**src/rtl/rf_pkg.sv**
```systemverilog
// Shared constants and buffer-state encoding for the register-file operand fetch block.
package rf_pkg;

  localparam int unsigned BW_DATA_DEF = 16;
  localparam int unsigned BW_ADDR_DEF = 4;

  typedef enum logic [1:0] {
    StEmpty = 2'd0,
    StOne   = 2'd1,
    StFull  = 2'd2
  } rf_state_t;

endpackage

```
**src/rtl/rf_opd_entry.sv**
```systemverilog
// One operand-pair buffer entry: data plus source addresses, loadable, with optional
// write-snoop forwarding when RF_OPD_FWD_EN is defined.
module rf_opd_entry #(
  parameter int unsigned BW_DATA = 16,
  parameter int unsigned BW_ADDR = 4
) (
  input  logic               i_clk,
  input  logic               i_rstn,
  input  logic               i_load,
  input  logic [BW_DATA-1:0] i_data0,
  input  logic [BW_DATA-1:0] i_data1,
  input  logic [BW_ADDR-1:0] i_addr0,
  input  logic [BW_ADDR-1:0] i_addr1,
  input  logic               i_wr_en,
  input  logic [BW_ADDR-1:0] i_wr_addr,
  input  logic [BW_DATA-1:0] i_wr_data,
  output logic [BW_DATA-1:0] o_data0,
  output logic [BW_DATA-1:0] o_data1,
  output logic [BW_ADDR-1:0] o_addr0,
  output logic [BW_ADDR-1:0] o_addr1
);

  logic [BW_DATA-1:0] r_data0, r_data1;
  logic [BW_ADDR-1:0] r_addr0, r_addr1;
  logic [BW_DATA-1:0] w_data0_d, w_data1_d;
  logic [BW_ADDR-1:0] w_addr0_d, w_addr1_d;

  always_comb begin
    w_addr0_d = i_load ? i_addr0 : r_addr0;
    w_addr1_d = i_load ? i_addr1 : r_addr1;
    w_data0_d = i_load ? i_data0 : r_data0;
    w_data1_d = i_load ? i_data1 : r_data1;
`ifdef RF_OPD_FWD_EN
    // Match on the post-load address so freshly loaded and held operands both see the write.
    if (i_wr_en && (w_addr0_d == i_wr_addr)) w_data0_d = i_wr_data;
    if (i_wr_en && (w_addr1_d == i_wr_addr)) w_data1_d = i_wr_data;
`endif
  end

`ifndef RF_OPD_FWD_EN
  logic w_unused_snoop;
  assign w_unused_snoop = ^{i_wr_en, i_wr_addr, i_wr_data};
`endif

  always_ff @(posedge i_clk or negedge i_rstn) begin
    if (!i_rstn) begin
      r_data0 <= '0;
      r_data1 <= '0;
      r_addr0 <= '0;
      r_addr1 <= '0;
    end else begin
      r_data0 <= w_data0_d;
      r_data1 <= w_data1_d;
      r_addr0 <= w_addr0_d;
      r_addr1 <= w_addr1_d;
    end
  end

  assign o_data0 = r_data0;
  assign o_data1 = r_data1;
  assign o_addr0 = r_addr0;
  assign o_addr1 = r_addr1;

endmodule

```
**src/rtl/rf_operand_fetch.sv**
```systemverilog
// Operand fetch stage: reads two regfile ports on request and buffers the pair in a 2-entry
// skid buffer. Define RF_OPD_FWD_EN to forward snooped regfile writes into buffered operands.
module rf_operand_fetch
  import rf_pkg::*;
#(
  parameter int unsigned BW_DATA = BW_DATA_DEF,
  parameter int unsigned BW_ADDR = BW_ADDR_DEF
) (
  input  logic               i_clk,
  input  logic               i_rstn,
  input  logic               i_req_valid,
  output logic               o_req_ready,
  input  logic [BW_ADDR-1:0] i_req_addr0,
  input  logic [BW_ADDR-1:0] i_req_addr1,
  output logic [BW_ADDR-1:0] o_rf_rd_addr0,
  output logic [BW_ADDR-1:0] o_rf_rd_addr1,
  input  logic [BW_DATA-1:0] i_rf_rd_data0,
  input  logic [BW_DATA-1:0] i_rf_rd_data1,
  input  logic               i_rf_wr_en,
  input  logic [BW_ADDR-1:0] i_rf_wr_addr,
  input  logic [BW_DATA-1:0] i_rf_wr_data,
  output logic               o_opd_valid,
  input  logic               i_opd_ready,
  output logic [BW_DATA-1:0] o_opd_data0,
  output logic [BW_DATA-1:0] o_opd_data1
);

  rf_state_t r_state, w_state_d;
  logic      r_req_ready;
  logic      w_accept, w_xfer;
  logic      w_out_load, w_skid_load, w_out_from_skid;

  logic [BW_DATA-1:0] w_out_ld_data0, w_out_ld_data1;
  logic [BW_ADDR-1:0] w_out_ld_addr0, w_out_ld_addr1;
  logic [BW_DATA-1:0] w_skid_data0, w_skid_data1;
  logic [BW_ADDR-1:0] w_skid_addr0, w_skid_addr1;
  logic [BW_ADDR-1:0] w_out_addr0, w_out_addr1;

  assign o_rf_rd_addr0 = i_req_addr0;
  assign o_rf_rd_addr1 = i_req_addr1;

  assign o_req_ready = r_req_ready;
  assign o_opd_valid = (r_state != StEmpty);
  assign w_accept    = i_req_valid && r_req_ready;
  assign w_xfer      = o_opd_valid && i_opd_ready;

  // Ready is registered from next state so it never depends combinationally on i_opd_ready.
  always_ff @(posedge i_clk or negedge i_rstn) begin
    if (!i_rstn) begin
      r_state     <= StEmpty;
      r_req_ready <= 1'b0;
    end else begin
      r_state     <= w_state_d;
      r_req_ready <= (w_state_d != StFull);
    end
  end

  always_comb begin
    w_state_d = r_state;
    unique case (r_state)
      StEmpty: if (w_accept) w_state_d = StOne;
      StOne: begin
        if (w_accept && !w_xfer)      w_state_d = StFull;
        else if (!w_accept && w_xfer) w_state_d = StEmpty;
      end
      StFull:  if (w_xfer) w_state_d = StOne;
      default: w_state_d = StEmpty;
    endcase
  end

  always_comb begin
    w_out_load      = 1'b0;
    w_skid_load     = 1'b0;
    w_out_from_skid = 1'b0;
    unique case (r_state)
      StEmpty: w_out_load = w_accept;
      StOne: begin
        w_out_load  = w_accept && w_xfer;
        w_skid_load = w_accept && !w_xfer;
      end
      StFull: begin
        w_out_load      = w_xfer;
        w_out_from_skid = w_xfer;
      end
      default: ;
    endcase
  end

  assign w_out_ld_data0 = w_out_from_skid ? w_skid_data0 : i_rf_rd_data0;
  assign w_out_ld_data1 = w_out_from_skid ? w_skid_data1 : i_rf_rd_data1;
  assign w_out_ld_addr0 = w_out_from_skid ? w_skid_addr0 : i_req_addr0;
  assign w_out_ld_addr1 = w_out_from_skid ? w_skid_addr1 : i_req_addr1;

  rf_opd_entry #(
    .BW_DATA(BW_DATA),
    .BW_ADDR(BW_ADDR)
  ) u_out_entry (
    .i_clk    (i_clk),
    .i_rstn   (i_rstn),
    .i_load   (w_out_load),
    .i_data0  (w_out_ld_data0),
    .i_data1  (w_out_ld_data1),
    .i_addr0  (w_out_ld_addr0),
    .i_addr1  (w_out_ld_addr1),
    .i_wr_en  (i_rf_wr_en),
    .i_wr_addr(i_rf_wr_addr),
    .i_wr_data(i_rf_wr_data),
    .o_data0  (o_opd_data0),
    .o_data1  (o_opd_data1),
    .o_addr0  (w_out_addr0),
    .o_addr1  (w_out_addr1)
  );

  rf_opd_entry #(
    .BW_DATA(BW_DATA),
    .BW_ADDR(BW_ADDR)
  ) u_skid_entry (
    .i_clk    (i_clk),
    .i_rstn   (i_rstn),
    .i_load   (w_skid_load),
    .i_data0  (i_rf_rd_data0),
    .i_data1  (i_rf_rd_data1),
    .i_addr0  (i_req_addr0),
    .i_addr1  (i_req_addr1),
    .i_wr_en  (i_rf_wr_en),
    .i_wr_addr(i_rf_wr_addr),
    .i_wr_data(i_rf_wr_data),
    .o_data0  (w_skid_data0),
    .o_data1  (w_skid_data1),
    .o_addr0  (w_skid_addr0),
    .o_addr1  (w_skid_addr1)
  );

  logic w_unused_out_addr;
  assign w_unused_out_addr = ^{w_out_addr0, w_out_addr1};

endmodule

```
**config.mk**
```make
export PLATFORM = sky130hd
export DESIGN_NAME = rf_operand_fetch
export DESIGN_NICKNAME = d
export VERILOG_FILES = /design/src/rtl/rf_pkg.sv /design/src/rtl/rf_opd_entry.sv /design/src/rtl/rf_operand_fetch.sv
export SDC_FILE = /design/constraint.sdc
export NUM_CORES = 1
export LEC_CHECK = 0
export BUFFER_PORTS_ARGS = -buffer_cell sky130_fd_sc_hd__clkbuf_2
export CAP_MARGIN = 20
export CORE_AREA = 5 5 90 92
export DETAILED_ROUTE_END_ITERATION = 12
export DIE_AREA = 0 0 95 97
export PLACE_DENSITY_LB_ADDON = 0.05
export SLEW_MARGIN = 20
export SYNTH_ARGS = -nofsm -noshare
export SYNTH_HDL_FRONTEND = slang
export SYNTH_SLANG_ARGS = --single-unit
```
**constraint.sdc**
```tcl
create_clock -name i_clk -period 4.3 [get_ports i_clk]
set_input_delay 0.43 -clock i_clk [delete_from_list [all_inputs] [get_ports i_clk]]
set_output_delay 0.43 -clock i_clk [all_outputs]
set_load 0.1 [all_outputs]
```
==> impl_metrics.ini <==
[outcome]
run_status = completed

[worst_hold_path]
type_of_the_worst_min_delay_path = in2async

[timing]
timing_hold_violations_final = 0
maxClockFrequency_ghz = 0.430
finalSetupViolCount = 0
post_route_fraction_of_the_period_consumed_by_the_critical_path_pct = 54.1
slew_headroom_pct = 53.2
timing.final.max_slew_violations = 0
min_period_ps = 2330
skew_ps = 5.36
timing_worst_slew_pin_value_ps = 702
final.setup.tns_ps = 0
setup_repair_after_global_routing_missed_its_margin = no

[clock_tree]
ctsHtreeMaxLevel = 3
ctsResizeCount = 0
clock_tree.root_cell = sky130_fd_sc_hd__clkbuf_8
clockBufferDepth = 2
tritoncts = done
cts-hold-fix-buffers = 0
clk-insertion-delay-late_ps = 320
clkSinkCount = 67
post_cts.repair.setup_buffers = 0
number_of_buffers_inserted_during_clock_tree_synthesis = 9
clk_pin_slew_worst_paths_ps = 70

[critical_path]
cpPeakStageDelay_ps = 540
critical_path_peak_fanout = 34
worstPathBufferInverterCount = 1
worstSetupStartpoint = r_state[0]
worst_setup_path_start_kind = register
cp_data_arrival_time_ps = 2530
critical_path.cell_chain = nand3b_4 -> o211ai_4 -> buf_4 -> mux2_2
worst-endpoint-required_ps = 4510
type_of_the_setup_path_with_the_least_slack = reg2reg
crit-reg2reg-launch = r_state[0]
cpLargestDelayFamily = simple AND/OR/NAND/NOR gates
worst_path_max_delay_cell = sky130_fd_sc_hd__nand3b_4
end_kind = register

[detailed_routing]
detail_route.first_pass.iterations = 4
drt_first_iter_violations = 23
ant_nets = 0
wl_met2_um = 2520
avgRoutedWirePerCell_um = 16.0
vias_per_cell = 4.82
wl_met1_um = 2830
via_count = 1745
postRouteWirelength_um = 5800
top_layer = met4
detail_route.drc_violations = 0
wl_met3_um = 375

[cells_and_area]
postLayoutCellArea_um2 = 3640
antenna_cells_inserted = 0
seq_area_um2 = 1680
finish.net_count = 324
fraction_of_layout_cells_with_a_size_suffix_above_1_pct = 70.0
multi_input_area_um2 = 1320
final.fill_count = 682
layout-area-overhead-vs-synth_pct = 15.2

[placement]
placement.io_buffers = 69
globalplace.congestion = 0.692
dpl_cell_area_um2 = 3480
dp_hpwl_um = 3880

[logic_synthesis]
synthesis.yosys.warnings = 0
synth_area_per_cell_um2 = 16.3
synth_seq_cells = 67
synth_cells = 194
synth.distinct_cells = 18
syn-cell-area_um2 = 3160
ys_seq_area_share_pct = 53.0
syn_nets = 259

[die]
die_w_um = 95
dieHeight_um = 97
boundaryPins = 107
area_of_the_die_um2 = 9220
floorplan.core_area_um2 = 7140
initial_core_util_pct = 44.3
core.rowCount = 31

[global_routing]
wire_length_of_the_first_global_routing_pass_um = 9800
antenna_found_initial = 0
largest_net_degree_at_the_start_of_global_routing = 38
grt_usage_pct = 13.8
gr-total-overflow = 0
first_global_vias = 1922

[flow_run]
drv_cap = 0
## synthesized netlist by cell type
cell type                  number  share of area [%]
sky130_fd_sc_hd__o221ai_1       1               0.28
sky130_fd_sc_hd__and3b_1        1               0.28
sky130_fd_sc_hd__buf_6         10                3.6
sky130_fd_sc_hd__mux2_1         1               0.36
sky130_fd_sc_hd__mux2_2        65                 23
sky130_fd_sc_hd__buf_4          8                1.9
sky130_fd_sc_hd__nor2_1         1               0.12
sky130_fd_sc_hd__dfrtp_1       67                 53
sky130_fd_sc_hd__or2_2          1               0.20
sky130_fd_sc_hd__mux2i_1        2               0.63
sky130_fd_sc_hd__o211ai_4       1               0.67
sky130_fd_sc_hd__mux2_4        30                 14
sky130_fd_sc_hd__nand2_1        1               0.12
sky130_fd_sc_hd__and2b_1        1               0.24
sky130_fd_sc_hd__nand4b_1       1               0.28
sky130_fd_sc_hd__and2_1         1               0.20
sky130_fd_sc_hd__or2_1          1               0.20
sky130_fd_sc_hd__nand3b_4       1               0.63
## flip-flops by register name, summed over array words and instances (netlist names)
name / count
u_out_entry.o_data0: 16
u_out_entry.o_data1: 16
u_skid_entry.o_data0: 16
u_skid_entry.o_data1: 16
r_state: 2
o_req_ready: 1
## placed cells by master (no fill, tap or decap), drive strengths merged, types with 2 or more instances in the layout
cell type and n:
mux2i 2, buf 4, mux2 96, dfrtp 67, clkbuf 80, clkinv 3, or2 2
## per-layer routing
layer / vias to the layer above / global-route usage (%)
met5: - / 0
met4: 0 / 5.88
met3: 11 / 4.42
met2: 51 / 19.6
met1: 870 / 19.1
li1: 813 / -
## final cells by class
cell class	count	area share, %
repair buffers	72	10.1
clock inverters	3	0.412
well taps	99	3.40
clock buffers	12	3.98
flip-flops and latches	67	46.0
multi-input cells	109	36.1
## worst paths after layout
path                                                  to  slack, ps  cells after the start
worst min-delay path            u_skid_entry.o_data1[10]        140                      1
min in group i_clk               u_skid_entry.o_data0[6]        350                      2
worst max-delay path              u_out_entry.o_data1[7]       1970                      4
worst min register to register    u_out_entry.o_data1[0]        500                      1
worst max register to register    u_out_entry.o_data1[7]       1970                      4
max in group asynchronous        u_skid_entry.o_data1[0]       3220                      2
## cell families (layout without fill, tap and decap cells)
group           Yosys count  after routing  synth area share (%)
compound gates            2              2                 0.949
buf+inv                  18             87                  5.46
flops                    67             67                  53.0
mux                      98             98                  38.4
simple gates              9              9                  2.25
## stage by stage
step	hold slack (ps)	std cells	setup WS (ps)	util (%)
CTS	162	362	1900	51.1
global route	198	362	1830	51.1
finish	137	362	1970	51.1
floorplan	134	194	2140	-
detailed placement	483	347	1800	48.8
global placement	473	347	1790	48.8
Power is not shown: default switching activity piles up to over one toggle a cycle in this logic, so the estimate is an artifact.
